## src/rtl/ipq_pkg.sv

```systemverilog
`default_nettype none
// +----------------------------------------------------------------------+
// | Module      : ipq_pkg                                                |
// | Description : Shared types and sizing for the instruction prefetch   |
// |               queue (fetch FSM states, queue entry layout).          |
// | Revision    : 1.0                                                    |
// +----------------------------------------------------------------------+
package ipq_pkg;

    localparam int DEPTH_DEF = 4;
    localparam int PTR_W     = $clog2(DEPTH_DEF);
    localparam int PC_W_DEF  = 32;

    typedef enum logic [1:0] {
        S_IDLE = 2'd0,
        S_BUSY = 2'd1,
        S_DROP = 2'd2
    } ipq_state_e;

    // Queue entries are stored packed as {pc, inst}, matching this layout.
    typedef struct packed {
        logic [PC_W_DEF-1:0] pc;
        logic [PC_W_DEF-1:0] inst;
    } ipq_entry_t;

endpackage
`default_nettype wire

```

## src/rtl/ipq_fifo.sv

```systemverilog
`default_nettype none
// +----------------------------------------------------------------------+
// | Module      : ipq_fifo                                               |
// | Description : Synchronous FIFO with push/pop/flush and occupancy     |
// |               count; flush overrides push and pop.                   |
// | Revision    : 1.0                                                    |
// +----------------------------------------------------------------------+
module ipq_fifo
    import ipq_pkg::*;
#(
    parameter int DEPTH = (1 << PTR_W),
    parameter int WIDTH = 2 * PC_W_DEF
) (
    input  logic                     clk,
    input  logic                     rst,
    input  logic                     i_push,
    input  logic                     i_pop,
    input  logic                     i_flush,
    input  logic [WIDTH-1:0]         i_wdata,
    output logic [WIDTH-1:0]         o_rdata,
    output logic [$clog2(DEPTH):0]   o_count
);

    localparam int c_PTR_W = $clog2(DEPTH);
    localparam int c_CNT_W = c_PTR_W + 1;

    logic [WIDTH-1:0]   r_mem_q [DEPTH];
    logic [c_PTR_W-1:0] r_wr_ptr_q, w_wr_ptr_d;
    logic [c_PTR_W-1:0] r_rd_ptr_q, w_rd_ptr_d;
    logic [c_CNT_W-1:0] r_count_q,  w_count_d;

    always_comb begin
        w_wr_ptr_d = r_wr_ptr_q;
        w_rd_ptr_d = r_rd_ptr_q;
        w_count_d  = r_count_q;
        if (i_flush) begin
            w_wr_ptr_d = '0;
            w_rd_ptr_d = '0;
            w_count_d  = '0;
        end else begin
            if (i_push) w_wr_ptr_d = r_wr_ptr_q + 1'b1;
            if (i_pop)  w_rd_ptr_d = r_rd_ptr_q + 1'b1;
            case ({i_push, i_pop})
                2'b10:   w_count_d = r_count_q + 1'b1;
                2'b01:   w_count_d = r_count_q - 1'b1;
                default: w_count_d = r_count_q;
            endcase
        end
    end

    always_ff @(posedge clk) begin
        if (rst) begin
            r_wr_ptr_q <= '0;
            r_rd_ptr_q <= '0;
            r_count_q  <= '0;
        end else begin
            r_wr_ptr_q <= w_wr_ptr_d;
            r_rd_ptr_q <= w_rd_ptr_d;
            r_count_q  <= w_count_d;
        end
    end

    // Storage needs no reset: the count gates visibility of every slot.
    always_ff @(posedge clk) begin
        if (i_push && !i_flush) r_mem_q[r_wr_ptr_q] <= i_wdata;
    end

    assign o_rdata = r_mem_q[r_rd_ptr_q];
    assign o_count = r_count_q;

endmodule
`default_nettype wire

```

## src/rtl/inst_prefetch_queue.sv

```systemverilog
`default_nettype none
// +----------------------------------------------------------------------+
// | Module      : inst_prefetch_queue                                    |
// | Description : Fetch front end: issues word requests to instruction  |
// |               memory, queues {pc, inst} and feeds IF/ID; redirects   |
// |               flush the queue and cancel the in-flight response.     |
// | Revision    : 1.0                                                    |
// +----------------------------------------------------------------------+
module inst_prefetch_queue
    import ipq_pkg::*;
#(
    parameter int              DEPTH    = DEPTH_DEF,
    parameter int              PC_W     = PC_W_DEF,
    parameter logic [PC_W-1:0] RESET_PC = '0
) (
    input  logic            clk,
    input  logic            rst,
    output logic            mem_req,
    output logic [PC_W-1:0] mem_addr,
    input  logic            mem_ack,
    input  logic [PC_W-1:0] mem_rdata,
    output logic            deq_valid,
    input  logic            deq_ready,
    output logic [PC_W-1:0] deq_inst,
    output logic [PC_W-1:0] deq_pc,
    output logic [PC_W-1:0] deq_pc_plus1,
    input  logic            redirect,
    input  logic [PC_W-1:0] redirect_pc,
    output logic            busy_drop
);

    localparam int                 c_CNT_W    = $clog2(DEPTH) + 1;
    localparam logic [c_CNT_W-1:0] c_DEPTH    = c_CNT_W'(DEPTH);
    localparam logic [c_CNT_W-1:0] c_DEPTH_M1 = c_CNT_W'(DEPTH - 1);

    ipq_state_e          r_state_q,    w_state_d;
    logic [PC_W-1:0]     r_fetch_pc_q, w_fetch_pc_d;
    logic [PC_W-1:0]     r_req_addr_q, w_req_addr_d;

    logic [c_CNT_W-1:0]  w_count;
    logic [c_CNT_W-1:0]  w_count_next;
    logic                w_pop;
    logic                w_push;
    logic [2*PC_W-1:0]   w_head;

    assign w_pop        = deq_valid && deq_ready && !redirect;
    assign w_count_next = w_count - {{(c_CNT_W-1){1'b0}}, w_pop};

    // A request is only issued when its slot is free after this cycle's pop,
    // so every accepted response is guaranteed room in the queue.
    always_comb begin
        w_state_d    = r_state_q;
        w_fetch_pc_d = r_fetch_pc_q;
        w_req_addr_d = r_req_addr_q;
        w_push       = 1'b0;
        case (r_state_q)
            S_IDLE: begin
                if (redirect) begin
                    w_fetch_pc_d = redirect_pc;
                end else if (w_count_next < c_DEPTH) begin
                    w_req_addr_d = r_fetch_pc_q;
                    w_fetch_pc_d = r_fetch_pc_q + 1'b1;
                    w_state_d    = S_BUSY;
                end
            end
            S_BUSY: begin
                if (mem_ack) begin
                    if (redirect) begin
                        w_fetch_pc_d = redirect_pc;
                        w_state_d    = S_IDLE;
                    end else begin
                        w_push = 1'b1;
                        if (w_count_next < c_DEPTH_M1) begin
                            w_req_addr_d = r_fetch_pc_q;
                            w_fetch_pc_d = r_fetch_pc_q + 1'b1;
                        end else begin
                            w_state_d = S_IDLE;
                        end
                    end
                end else if (redirect) begin
                    w_fetch_pc_d = redirect_pc;
                    w_state_d    = S_DROP;
                end
            end
            S_DROP: begin
                if (redirect) w_fetch_pc_d = redirect_pc;
                if (mem_ack)  w_state_d    = S_IDLE;
            end
            default: w_state_d = S_IDLE;
        endcase
    end

    always_ff @(posedge clk) begin
        if (rst) begin
            r_state_q    <= S_IDLE;
            r_fetch_pc_q <= RESET_PC;
            r_req_addr_q <= RESET_PC;
        end else begin
            r_state_q    <= w_state_d;
            r_fetch_pc_q <= w_fetch_pc_d;
            r_req_addr_q <= w_req_addr_d;
        end
    end

    ipq_fifo #(
        .DEPTH (DEPTH),
        .WIDTH (2 * PC_W)
    ) u_fifo (
        .clk     (clk),
        .rst     (rst),
        .i_push  (w_push),
        .i_pop   (w_pop),
        .i_flush (redirect),
        .i_wdata ({r_req_addr_q, mem_rdata}),
        .o_rdata (w_head),
        .o_count (w_count)
    );

    assign mem_req      = (r_state_q == S_BUSY) || (r_state_q == S_DROP);
    assign mem_addr     = r_req_addr_q;
    assign busy_drop    = (r_state_q == S_DROP);
    assign deq_valid    = (w_count != '0);
    assign deq_pc       = w_head[2*PC_W-1:PC_W];
    assign deq_inst     = w_head[PC_W-1:0];
    assign deq_pc_plus1 = deq_pc + 1'b1;

endmodule
`default_nettype wire

```

## config.mk

```make
export PLATFORM = sky130hd
export DESIGN_NAME = inst_prefetch_queue
export DESIGN_NICKNAME = d
export VERILOG_FILES = /design/src/rtl/ipq_pkg.sv /design/src/rtl/ipq_fifo.sv /design/src/rtl/inst_prefetch_queue.sv
export SDC_FILE = /design/constraint.sdc
export NUM_CORES = 1
export LEC_CHECK = 0
export CAP_MARGIN = 30
export CORE_AREA = 2 2 204 206
export CTS_BUF_LIST = sky130_fd_sc_hd__clkbuf_8
export DETAILED_ROUTE_END_ITERATION = 16
export DIE_AREA = 0 0 206 208
export HOLD_SLACK_MARGIN = 0.02
export MAX_ROUTING_LAYER = met4
export SLEW_MARGIN = 15
export SYNTH_ARGS = -nofsm -noshare
export SYNTH_HDL_FRONTEND = slang
export SYNTH_SLANG_ARGS = --single-unit
```

## constraint.sdc

```tcl
create_clock -name clk -period 5.5 [get_ports clk]
set_input_delay 1.1 -clock clk [delete_from_list [all_inputs] [get_ports clk]]
set_output_delay 1.1 -clock clk [all_outputs]
set_load 0.01 [all_outputs]
```

Word level (Yosys, flattened, before mapping)
Memories as Yosys holds them, arrays and structs flattened. A register that Yosys moved wholly into a read port is not among the register bits. Index checks and enable logic that the tools add are counted.

Flip-flop bits (word level): 73. RAM bits: 256. Logic and storage cells: 73. Memories kept: 1.

Memory list: u_fifo.r_mem_q (words 4, width 64, rd ports 1, clocked after memory_dff 1, wr ports 1, line ipq_fifo.sv:27) `logic [WIDTH-1:0] r_mem_q [DEPTH];`.

Add/subtract/negate cells: 7. Order comparisons: 2. Equality and inequality tests: 14. Mux-type cells: 29. Reduce and logical (&&, ||, !) cells: 14.

Operator list (count): $mux 32 (11); $pmux 32 s3 (1); $add 32x1->32 const B (2); $pmux 32 s2 (1); $mux 2 (9); $ne 2x2->1 const B (6); $ne 3x3->1 const B (3); $pmux 2 s3 (1); $pmux 3 s2 (1); $reduce_and 6->1 (1); $reduce_bool 3->1 (2); $mux 1 (5); $reduce_and 5->1 (1); $add 2x1->2 const B (2); $eq 2x1->1 const B (2); $eq 2x2->1 const B (2); $ne 4x4->1 const B (1); $reduce_bool 2->1 (2); $add 3x1->3 const B (1); $logic_and 1x1->1 (3); $lt 3x2->1 const B (1); $lt 3x3->1 const B (1); $reduce_and 3->1 (1); $sub 3x1->3 (1); 5 further kinds (5).

Depth between registers and ports, before layout
Depth after elaboration: 9. Mapped depth: 14. Mapped depth without buffers: 10.

Hierarchy
From an unflattened synthesis, not the netlist that was laid out.

Cells, all modules: 939. Area total of the unflattened synthesis: 14243.7 um^2.

Modules (own cells, without submodules): ipq_fifo (instances 1, cells each 381, area an instance 9743.1 um^2); inst_prefetch_queue (instances 1, cells each 558, area an instance 4500.6 um^2).

Worst setup path before layout
Ideal clock, no wire load.

Kind: input to register. From: in redirect. To: reg r_fetch_pc_q[20]. Arrival: 3.671 ns. Required time: 5.430 ns. Setup slack: 1.759 ns. Stages: 14. Buffers on the path: 6. Cells stage by stage: buf_2 > clkbuf_1 > clkbuf_1 > nor2_1 > ha_1 > ha_1 > xor2_1 > o21ai_0 > and2_1 > buf_2 > buf_2 > buf_1 > nand3_1 > a21oi_1.

Cells in the longest elaborated chain, start to end: 6. Elaborated cells between the ends (all ways): 13. Classes of those cells: add/sub: 1; order compare: 2; eq/ne: 2; mux: 5; reduce/logical: 3.

RTL lines: from (decl) (line inst_prefetch_queue.sv:27) `input logic redirect,`; $logic_not 1->1 * (line inst_prefetch_queue.sv:46) `assign w_pop = deq_valid && deq_ready && !redirect;`; $logic_and 1x1->1 * (line inst_prefetch_queue.sv:46); via u_fifo.i_pop (line ipq_fifo.sv:17) `input logic i_pop,`; $sub 3x1->3 * (line inst_prefetch_queue.sv:47) `assign w_count_next = w_count - {{(c_CNT_W-1){1'b0}}, w_pop};`; $lt 3x2->1 / $lt 3x3->1 (equally long branches) (line inst_prefetch_queue.sv:73, inst_prefetch_queue.sv:60); $ne 4x4->1 (no line) / $ne 3x3->1 (equally long branches); $reduce_and 3->1 (no line) *; to (signal assigned) (line inst_prefetch_queue.sv:100) `r_fetch_pc_q <= w_fetch_pc_d;`; to (decl) (line inst_prefetch_queue.sv:37) `logic [PC_W-1:0] r_fetch_pc_q, w_fetch_pc_d;`.

The timed path passes the listed nets; every way through them passes the cells marked *. A chain may end at the register's enable or synchronous reset.

==> reports/metrics.csv <==
metric;value;unit
clock-sinks;331;
max_freq;204.4;MHz
antenna_found_initial;0;
avgSynthCellArea;14.44;sq um
status;complete, no violations;
holdPathEnd;r_fetch_pc_q[31];
cts.repair.resized;0;
slew_headroom;33.60;%
initial_core_util;34.86;%
hp-class;register to register;
ir_drop;0.1567;mV
htreeDepth;2;
critical-path-top-delay-family;simple AND/OR/NAND/NOR gates;
clkPwrFrac;37.2;%
cts_buffer_depth;3;
r2r-start;u_fifo.o_count[0];
endpoint_kind;output pin;
drive_above_1_share;15.82;%
cp.buffers_inverters;1;
crit_type;register to output pin;
r2r-end;r_fetch_pc_q[12];
p_seq_share;49.0;%
hold_path_depth;1;
critPathSlowestCell;dfxtp_4;
async_flop_share;0;%
cts_tree;yes;
nFillCells;3672;
fin_crit;4894;ps
fin_nets;1275;
power_switching;0.001607;W
cp_data_arrival_time;3790;ps
dp_hpwl;24150;um
io_buffers;199;
die_area;42850;sq um
grt_pass1_wl;54950;um
diodes;0;
hold_buffers;0;
synth_warnings;0;
timing.final.ws_setup;606.5;ps
cts_root_buf;clkbuf_8;
fin_tns_setup;0;ps
dieWidth;206;um
mostFrequentLayoutCells;256 x edfxtp_1, 198 x clkdlybuf4s50_1, 73 x dfxtp_1;
tightest_slew;990.2;ps
timing.final.crit_share;88.97;%
routedWlPerCell;20.49;um
clk_pin_slew;60;ps
layout_commonest_cell;edfxtp_1;
viasPerCell;5.227;
netlist_area;14140;sq um
drtPass1Iterations;5;
grt_overflow_total;0;
syn-instance-count;979;
fp-row-count;74;
post_cts_buffers;0;
cpPeakStageDelay;780;ps
synth_seq_cells;331;
cts_buffers;56;
synthDistinctLibCells;72;
globalplace.congestion;0.8331;
switching_share;26.51;%
rsz0062_at_grt;false;
first_global_vias;9171;
pin_count;200;
intPower;0.004453;W
synth-main-ff-cell;edfxtp_1;
worstHoldStart;r_fetch_pc_q[31];
post-place-ws;1140;ps
drcViolationCount;0;
grt_usage;17.26;%
area_growth;26.41;%
fp.dieH;208;um
synth_fp_nets;1061;
insertion_delay;610;ps
grt_max_degree;47;
num_vias;9257;
reg2reg_depth;12;
ant_nets;0;
synth_edf_count;256;
hold_viol_final;0;
start_kind;register;
slew_violations;0;
drt_wl_total;36290;um
leakagePower;5.814;nW
path_max_fanout;33;
drtIter0Drc;694;
p_comb_share;13.8;%
synth_seq_area_share;65.00;%
required;4400;ps
core_area;40550;sq um
rrSetupSlack;2120;ps
power.density;339.1;nW/um^2
maxCapViolCount;0;
finClkSkew;22.97;ps
finalSetupViolations;0;
path_cells;mux4_2 -> ha_1 -> and4_1 -> nand4_2 -> nand4b_1 -> xnor2_1 -> clkdlybuf4s50_1;
[how the worst max path moves through the flow]
stage,from,endpoint,slack [ps],cells past startpoint
floorplan,redirect,r_fetch_pc_q[20],1760,14
global placement,register,deq_pc_plus1[28],1110,7
detailed placement,register,deq_pc_plus1[28],1140,7
CTS,register,deq_pc_plus1[28],430,7
global route,register,deq_pc_plus1[28],220,7
finish,register,deq_pc_plus1[30],610,7
[synthesized netlist by cell type (9+ instances only)]
cell,number,area (sq um)
nand2_1,71,266.5
a211oi_1,12,90.09
and4_1,10,87.58
buf_2,16,80.08
mux4_2,63,1419
inv_1,20,75.07
ha_1,12,150.1
dfxtp_1,75,1501
nand4_1,11,68.82
clkbuf_1,42,157.7
edfxtp_1,256,7687
o31ai_1,9,67.56
o21ai_0,35,175.2
xnor2_1,20,175.2
and2_1,10,62.56
nand3_1,60,300.3
a21oi_1,63,315.3
nor2_1,34,127.6
xor2_1,18,157.7
nor3_1,9,45.04
[layout make-up]
type	instances	area [sq um]	share of cell area, %
multi-input cells	562	4607	25.78
flip-flops and latches	331	9196	51.46
clock inverters	39	267.8	1.498
clock buffers	65	894.6	5.006
repair buffers	221	2160	12.09
inverters	21	78.83	0.4411
well taps	532	665.6	3.725
[power groups by stage]
| stage | clock (W) | combinational, W | sequential (W) |
|---|---|---|---|
| after floorplan | 0 | 0.000505 | 0.00296 |
| after global placement | 0 | 0.000818 | 0.00302 |
| after detailed placement | 0 | 0.000835 | 0.00302 |
| after CTS | 0.00233 | 0.000839 | 0.00297 |
| after global routing | 0.00243 | 0.000911 | 0.00299 |
| final | 0.00225 | 0.000836 | 0.00297 |
[flip-flops by register name, indices dropped and copies added (netlist names), named ones only]
signal,count
mem_addr,32
u_fifo.o_count,3
r_state_q,2
u_fifo.r_wr_ptr_q,2
u_fifo.r_rd_ptr_q,2
u_fifo.r_mem_q,256
r_fetch_pc_q,32
[cells by family after synthesis]
group	synth area share [%]
xor gates and xnor gates	2.354
adders and majority gates	1.204
AOI/OAI and AO/OA	8.630
DFF	65.00
muxes	10.86
buffers and inverters	2.584
and+or+nand+nor	9.364
[stage by stage]
step,total power [W],hold slack [ps],instances,instance area (sq um),util (%)
after floorplan,0.003467,431.7,979,14140,-
after global placement,0.003834,466.6,1665,16680,41.14
after detailed placement,0.003855,471.8,1666,16700,41.18
after CTS,0.006134,480.1,1770,17860,44.05
after global routing,0.006327,489.2,1771,17870,44.06
final,0.006059,484.9,1771,17870,44.06
[layer usage]
metal	global-route usage [%]	vias to the layer above	share of wire, %
met1	23.19	4629	45
li1	-	4270	-
met2	26.87	295	47
met5	-	-	0
met4	4.901	0	2.1
met3	3.055	63	6.1
No activity file was read; power rests on OpenSTA's default activity.
